[src/rtl/fetch_queue_unit.sv]
// Instruction-fetch front end: owns the fetch PC, keeps at most one imem request
// in flight, and buffers returned instructions in an in-order queue for decode.
module fetch_queue_unit #(
    parameter int PC_W     = 9,
    parameter int INS_W    = 32,
    parameter int DEPTH    = 2,
    parameter int RESET_PC = 0
) (
    input  logic             clk,
    input  logic             reset,
    input  logic             redirect,
    input  logic [PC_W-1:0]  redirect_pc,
    output logic             imem_req,
    output logic [PC_W-1:0]  imem_addr,
    input  logic             imem_rvalid,
    input  logic [INS_W-1:0] imem_rdata,
    output logic             if_valid,
    output logic [PC_W-1:0]  if_pc,
    output logic [INS_W-1:0] if_instr,
    input  logic             if_ready
);
    localparam int PTR_W = $clog2(DEPTH);
    localparam int CNT_W = $clog2(DEPTH + 1);
    localparam logic [PC_W-1:0]  PC_RST  = PC_W'(RESET_PC);
    localparam logic [CNT_W:0]   SLOTS   = (CNT_W+1)'(DEPTH);

    typedef enum logic [1:0] {S_IDLE, S_WAIT, S_DROP} state_t;

    state_t           r_state;
    state_t           w_stateNext;
    logic [PC_W-1:0]  r_fetchPc;
    logic [PC_W-1:0]  r_reqPc;
    logic [PC_W-1:0]  r_qPc    [DEPTH];
    logic [INS_W-1:0] r_qInstr [DEPTH];
    logic [PTR_W-1:0] r_head;
    logic [PTR_W-1:0] r_tail;
    logic [CNT_W-1:0] r_count;

    logic             w_landing;
    logic             w_pop;
    logic             w_push;
    logic             w_issue;
    logic [CNT_W:0]   w_slotsUsed;

    assign w_landing = imem_rvalid && (r_state != S_IDLE);
    assign w_pop     = if_valid && if_ready && !redirect;
    assign w_push    = imem_rvalid && (r_state == S_WAIT) && !redirect;

    // A kept response still owns its slot the cycle it lands, unless a pop frees one.
    always_comb begin
        w_slotsUsed = {1'b0, r_count};
        if ((r_state == S_WAIT) && !(imem_rvalid && w_pop)) begin
            w_slotsUsed = w_slotsUsed + (CNT_W+1)'(1);
        end
    end

    assign w_issue = !reset && !redirect
                   && ((r_state == S_IDLE) || imem_rvalid)
                   && (w_slotsUsed < SLOTS);

    always_comb begin
        w_stateNext = r_state;
        if (redirect) begin
            if (w_landing) begin
                w_stateNext = S_IDLE;
            end else if (r_state == S_WAIT) begin
                w_stateNext = S_DROP;
            end
        end else if (w_issue) begin
            w_stateNext = S_WAIT;
        end else if (w_landing) begin
            w_stateNext = S_IDLE;
        end
    end

    always_ff @(posedge clk or posedge reset) begin
        if (reset) begin
            r_state <= S_IDLE;
        end else begin
            r_state <= w_stateNext;
        end
    end

    // Redirect wins over push/pop/issue: the queue is emptied by resetting the pointers.
    always_ff @(posedge clk or posedge reset) begin
        if (reset) begin
            r_fetchPc <= PC_RST;
            r_reqPc   <= '0;
            r_head    <= '0;
            r_tail    <= '0;
            r_count   <= '0;
            r_qPc     <= '{default: '0};
            r_qInstr  <= '{default: '0};
        end else if (redirect) begin
            r_fetchPc <= redirect_pc;
            r_head    <= '0;
            r_tail    <= '0;
            r_count   <= '0;
        end else begin
            if (w_issue) begin
                r_reqPc   <= r_fetchPc;
                r_fetchPc <= r_fetchPc + PC_W'(4);
            end
            if (w_push) begin
                r_qPc[r_tail]    <= r_reqPc;
                r_qInstr[r_tail] <= imem_rdata;
                r_tail           <= r_tail + 1'b1;
            end
            if (w_pop) begin
                r_head <= r_head + 1'b1;
            end
            if (w_push && !w_pop) begin
                r_count <= r_count + 1'b1;
            end else if (!w_push && w_pop) begin
                r_count <= r_count - 1'b1;
            end
        end
    end

    assign if_valid  = (r_count != '0);
    assign if_pc     = if_valid ? r_qPc[r_head] : '0;
    assign if_instr  = if_valid ? r_qInstr[r_head] : '0;
    assign imem_req  = w_issue;
    assign imem_addr = r_fetchPc;

endmodule

[config.mk]
export PLATFORM = sky130hd
export DESIGN_NAME = fetch_queue_unit
export DESIGN_NICKNAME = d
export VERILOG_FILES = /design/src/rtl/fetch_queue_unit.sv
export SDC_FILE = /design/constraint.sdc
export NUM_CORES = 1
export LEC_CHECK = 0
export CORE_ASPECT_RATIO = 1.1
export CORE_UTILIZATION = 40
export DETAILED_ROUTE_END_ITERATION = 7
export SETUP_SLACK_MARGIN = 0.02
export SYNTH_ARGS = -nofsm -noshare
export SYNTH_HDL_FRONTEND = slang
export SYNTH_SLANG_ARGS = --single-unit
export TNS_END_PERCENT = 30
[constraint.sdc]
create_clock -name clk -period 7.34 [get_ports clk]
set_clock_uncertainty 0.1 [all_clocks]
set_input_delay 1.468 -clock clk [delete_from_list [all_inputs] [get_ports clk]]
set_output_delay 1.468 -clock clk [all_outputs]
set_load 0.05 [all_outputs]
Word level (Yosys, flattened, before mapping)
Index checks and enable logic that the tools add are counted.
Word-level totals
  bits in registers: 106
  bits of input ports: 46
  output and inout port bits: 52
  word-level logic and storage cells: 84
Cells by class
  add/subtract/negate cells: 6
  order comparisons: 4
  equality and inequality tests: 2
  multiplexer cells: 29
  bitwise logic cells: 3
  reduce and logical (&&, ||, !) cells: 30
Operator list (count)
  32-bit two-way mux: 5
  64-bit bitwise mux: 1
  9-bit two-way mux: 7
  32-bit demux with 1-bit select: 1
  18-bit bitwise mux: 1
  2-bit two-way mux: 8
  1-bit logical AND: 13
  2-bit nonzero test: 5
  9-bit by 3-bit adder with 9-bit output, second input constant: 1
  9-bit demux with 1-bit select: 1
  2-bit AND reduction: 3
  3-bit nonzero test: 2
  1-bit zero test: 5
  2-bit greater-or-equal comparator, second input constant: 2
  1-bit two-way mux: 4
  1-bit NOT with 2-bit output: 2
  2-bit by 1-bit adder with 3-bit output, second input constant: 1
  3-bit by 2-bit < comparator with 1-bit output, second input constant: 1
  3-bit two-way mux: 1
  3-bit by 1-bit inequality test with 1-bit output, second input constant: 1
  1-bit adder, second input constant: 2
  2-bit by 1-bit adder with 2-bit output, second input constant: 1
  2-bit by 1-bit equality test with 1-bit output, second input constant: 1
  2-bit zero test: 1
  other kinds (4): 4

Longest topological paths before layout
  word-level depth: 11
  depth in mapped cells: 8
  depth with buffers taken out: 6

Least setup slack after synthesis
Ideal clock, no wire load.
  kind: input port to output port
  start point: input port redirect
  end point: output port imem_req
  arrival time: 2.504 ns
  slack: 3.268 ns
  stages on the path: 5
  path buffers: 2
  cell sequence: buf_6 and4bb_2 nor3_4 nor4_4 buf_6
Between the ends
  cells in the longest elaborated chain, start to end: 8
  elaborated cells on any way between the ends: 10
  classes of those cells: order compare: 1; mux: 1; reduce/logical: 8
Ends and longest elaborated chain
  start: declaration: RTL line 11  | input logic redirect,
  1-bit zero test (*): RTL line 46, 57
  1-bit logical AND: RTL line 46  | assign w_pop = if_valid && if_ready && !redirect;
  1-bit logical AND: RTL line 52  | if ((r_state == S_WAIT) && !(imem_rvalid && w_pop)) begin
  1-bit zero test: RTL line 52
  1-bit logical AND: RTL line 52
  3-bit two-way mux: RTL line 52
  3-bit by 2-bit < comparator with 1-bit output: RTL line 59  | && (w_slotsUsed < SLOTS);
  1-bit logical AND (*): RTL line 59
  end: declaration: RTL line 13  | output logic imem_req,
Every way passes the cells marked *; elsewhere a longest branch is shown, timed or not.

Worst setup path in the final report
  start point: input port imem_rvalid
  end point: output port imem_req
Between the ends
  cells in the longest elaborated chain, start to end: 6
  elaborated cells on any way between the ends: 8
  classes of those cells: order compare: 1; mux: 1; reduce/logical: 6
Ends and longest elaborated chain
  start: declaration: RTL line 15  | input logic imem_rvalid,
  1-bit logical AND: RTL line 52
  1-bit zero test: RTL line 52
  1-bit logical AND: RTL line 52
  3-bit two-way mux: RTL line 52
  3-bit by 2-bit < comparator with 1-bit output: RTL line 59
  1-bit logical AND (*): RTL line 59
Marks and branches as above.

==> flow_summary.ini <==
[cts]
cts_tree = yes
cts_resized = 0
htree_levels = 3
ctsHoldBuffers = 0
clkTransAtPathRegs_ps = 60
clockBufferDepth = 2
cts_sinks = 106
clockRootBuffer = clkbuf_16
cts_buffers = 9
clk_latency_ps = 340
post_cts_buffers = 0

[final_layout]
drive_above_1_share = 0.2562
nets = 529
num-fill-cells = 1070
syn_to_final_growth_pct = 27.56
n_antenna_cell = 0

[synth]
synth-compound-area-share = 0.04589
synth_xor_xnor_area_share = 0.006946
synth_top_family_by_area = multiplexers
ys_types = 47
synth_area_sq_um = 5044
synthSimpleGateAreaFrac = 0.08807
yosys_register_bits = 106
syn_area_per_cell_sq_um = 12.97
synth_nets = 438
async_reset_ff_frac = 1.000
ys_seq_area_frac = 0.5259
yosys_most_used_dff = dfrtp_1
synthMuxAreaShare = 0.2950
yosys_warnings = 0
synth_cells = 389
yosys.area_share.adder = 0.007442
synth-edff-count = 0

[route]
wl_mm = 10.44
viasPerCell = 5.166
drtAntennaViolNets = 0
remaining_drc_errors = 0
post_drt_wl_per_cell_um = 16.36
dr_total_vias = 3296
drt-initial-drc-count = 117
first_pass_iters = 6

[timing]
setup_viol = 0
fin_setup_tns_ps = 0
fin_ws_ps = 1997
worst_pin_slew_ps = 989.9
fin_crit_ps = 5343
slew_viol_final = 0
max_freq_mhz = 187.1
hold_violations = 0
relSlewSlack = 0.3401
fin_crit_sh = 0.7280
rsz0062_at_grt = false

[worst_hold_path]
hold_start = r_qPc[16]$_DFFE_PP0P_
hold_end = r_qPc[16]$_DFFE_PP0P_
min_path_cells = 1
min_path_type = reg2reg

[global_routing]
grt_use_total = 0.1692
grt_pass1_vias = 3355
grt_overflow_total = 0
grt_pass1_wl_mm = 17.01
grt_max_degree = 61
antenna_found_initial = 0

[critical_path]
path_max_fanout = 8
cp_data_arrival_time_ps = 3780
endpoint_kind = primary output
reg2regPathDepth = 6
r2r-start = r_count[1]$_DFFE_PP0P_
crit_path_max_incr_delay_ps = 860
reg2reg_slack_ps = 4270
worstPathRequired_ps = 5770
reg2reg_to = imem_addr[7]$_DFFE_PP0N_
cpMostUsedCell = clkdlybuf4s50_1
cp-start-kind = input pin
cp_cell_sequence = clkdlybuf4s50_1 > o21ba_4 > or2_0 > nor4_4 > clkdlybuf4s50_1
crit_type = in2out
cp_slowest_cell = clkdlybuf4s50_1
cp-startpoint = imem_rvalid

[floorplanning]
die_h_um = 119.8
die_w_um = 109.1
core_sq_um = 12140
io_pins = 98
initial_utilization = 0.4155
rows = 42
die_area_sq_um = 13060

[power_and_ir_drop]
vdd_drop_max_mv = 0.2038
power_leakage_nw = 2.727
p_total_mw = 2.487
power_density_nw_per_um2 = 386.6

[outcome]
status = finished clean

[placed_design]
place_ws_ps = 2014
dp_hpwl_mm = 6.598
io_buffers = 97
gp_congestion = 0.8621

[flow_run]
max_cap_violations = 0
## Yosys cell counts, types with 2 or more instances
cell type / n / share of area
a21oi_1: 3 / 0.0030
a31oi_1: 4 / 0.0050
and3_1: 2 / 0.0025
buf_2: 13 / 0.013
buf_6: 3 / 0.0067
clkbuf_1: 7 / 0.0052
dfrtp_1: 106 / 0.53
ha_1: 3 / 0.0074
inv_1: 8 / 0.0060
mux2_1: 4 / 0.0089
mux2_2: 81 / 0.18
mux2_4: 8 / 0.024
mux2i_1: 41 / 0.081
nand2_1: 2 / 0.0015
nand3_1: 7 / 0.0069
nor2_1: 54 / 0.040
nor2b_1: 2 / 0.0025
o2111ai_1: 2 / 0.0035
o211ai_1: 2 / 0.0030
o21ai_0: 3 / 0.0030
o311ai_0: 2 / 0.0035
o31ai_1: 2 / 0.0030
o41ai_1: 3 / 0.0052
or3_1: 2 / 0.0025
xnor2_1: 3 / 0.0052
## sequential cells by signal, summed over array words and instances (netlist names)
name,cells
imem_addr,9
r_head,1
r_qInstr,64
r_qPc,18
r_tail,1
r_state,2
r_count,2
r_reqPc,9
## where the power goes
group          internal [mW]  switching, mW
sequential             0.760          0.105
combinational          0.466          0.678
clock                  0.273          0.206
total                   1.50          0.989
## per-stage QoR
stage          hold WS (ps)  std cells  area (sq um)    util
4_1_cts               390.3        638          6434  0.5300
2_1_floorplan         357.4        389          5044       -
6_report              385.7        638          6434  0.5300
3_5_place_dp          375.4        623          6140  0.5058
3_3_place_gp          368.2        623          6140  0.5058
5_1_grt               412.4        638          6434  0.5300
## routing by layer
metal  GRT usage  share of wire  vias to the layer above
met5           0              0                        -
met2      0.2677           0.47                       78
met1      0.2321           0.47                     1652
met3     0.03205          0.044                        8
met4     0.05574          0.010                        0
li1            -              -                     1558
## layout make-up
type / count / area [sq um] / area share
Tap cell: 154 / 192.7 / 0.02995
Sequential cell: 106 / 2654 / 0.4125
Timing Repair Buffer: 103 / 1016 / 0.1579
Clock buffer: 11 / 242.7 / 0.03773
Inverter: 8 / 32.53 / 0.005056
Multi-Input combinational cell: 252 / 2245 / 0.3489
Clock inverter: 4 / 51.30 / 0.007974
## how the worst max path moves through the flow
| stage | end | slack (ps) |
|---|---|---|
| 2_1_floorplan | imem_addr[0]$_DFFE_PP0P_ | 2980 |
| 3_3_place_gp | imem_req | 2000 |
| 3_5_place_dp | imem_req | 2010 |
| 4_1_cts | imem_req | 1990 |
| 5_1_grt | imem_req | 1910 |
| 6_report | imem_req | 2000 |
## cell usage in the layout, fill, tap and decap left out, drive strengths merged, types with 2 or more instances in the layout
| cell | n |
|---|---|
| dfrtp | 106 |
| clkdlybuf4s50 | 97 |
| mux2 | 93 |
| nor2 | 54 |
| mux2i | 41 |
| clkbuf | 11 |
| inv | 9 |
| nand3 | 7 |
| buf | 6 |
| a31oi | 4 |
| a21oi | 4 |
| o41ai | 3 |
| o21ai | 3 |
| xnor2 | 3 |
| nor3 | 3 |
| ha | 3 |
| nand2 | 2 |
| or3 | 2 |
| o2111ai | 2 |
| o311ai | 2 |
| o31ai | 2 |
| o211ai | 2 |
| and3 | 2 |
| nor2b | 2 |
| and2b | 2 |
| or2 | 2 |
| nor4 | 2 |
## critical path, delay by kind of cell
family | cells | cell delay (ps)
simple gates | 2 | 600
compound gates | 1 | 220
buf+inv | 2 | 1480
## cells by family (layout without fill, tap and decap cells)
family | Yosys count | in the layout
xor gates and xnor gates | 4 | 4
adders and majority gates | 3 | 3
AOI/OAI and AO/OA | 27 | 27
DFF | 106 | 106
and+or+nand+nor | 84 | 84
buffers and inverters | 31 | 126
muxes | 134 | 134
No activity file was read; power rests on OpenSTA's default activity.
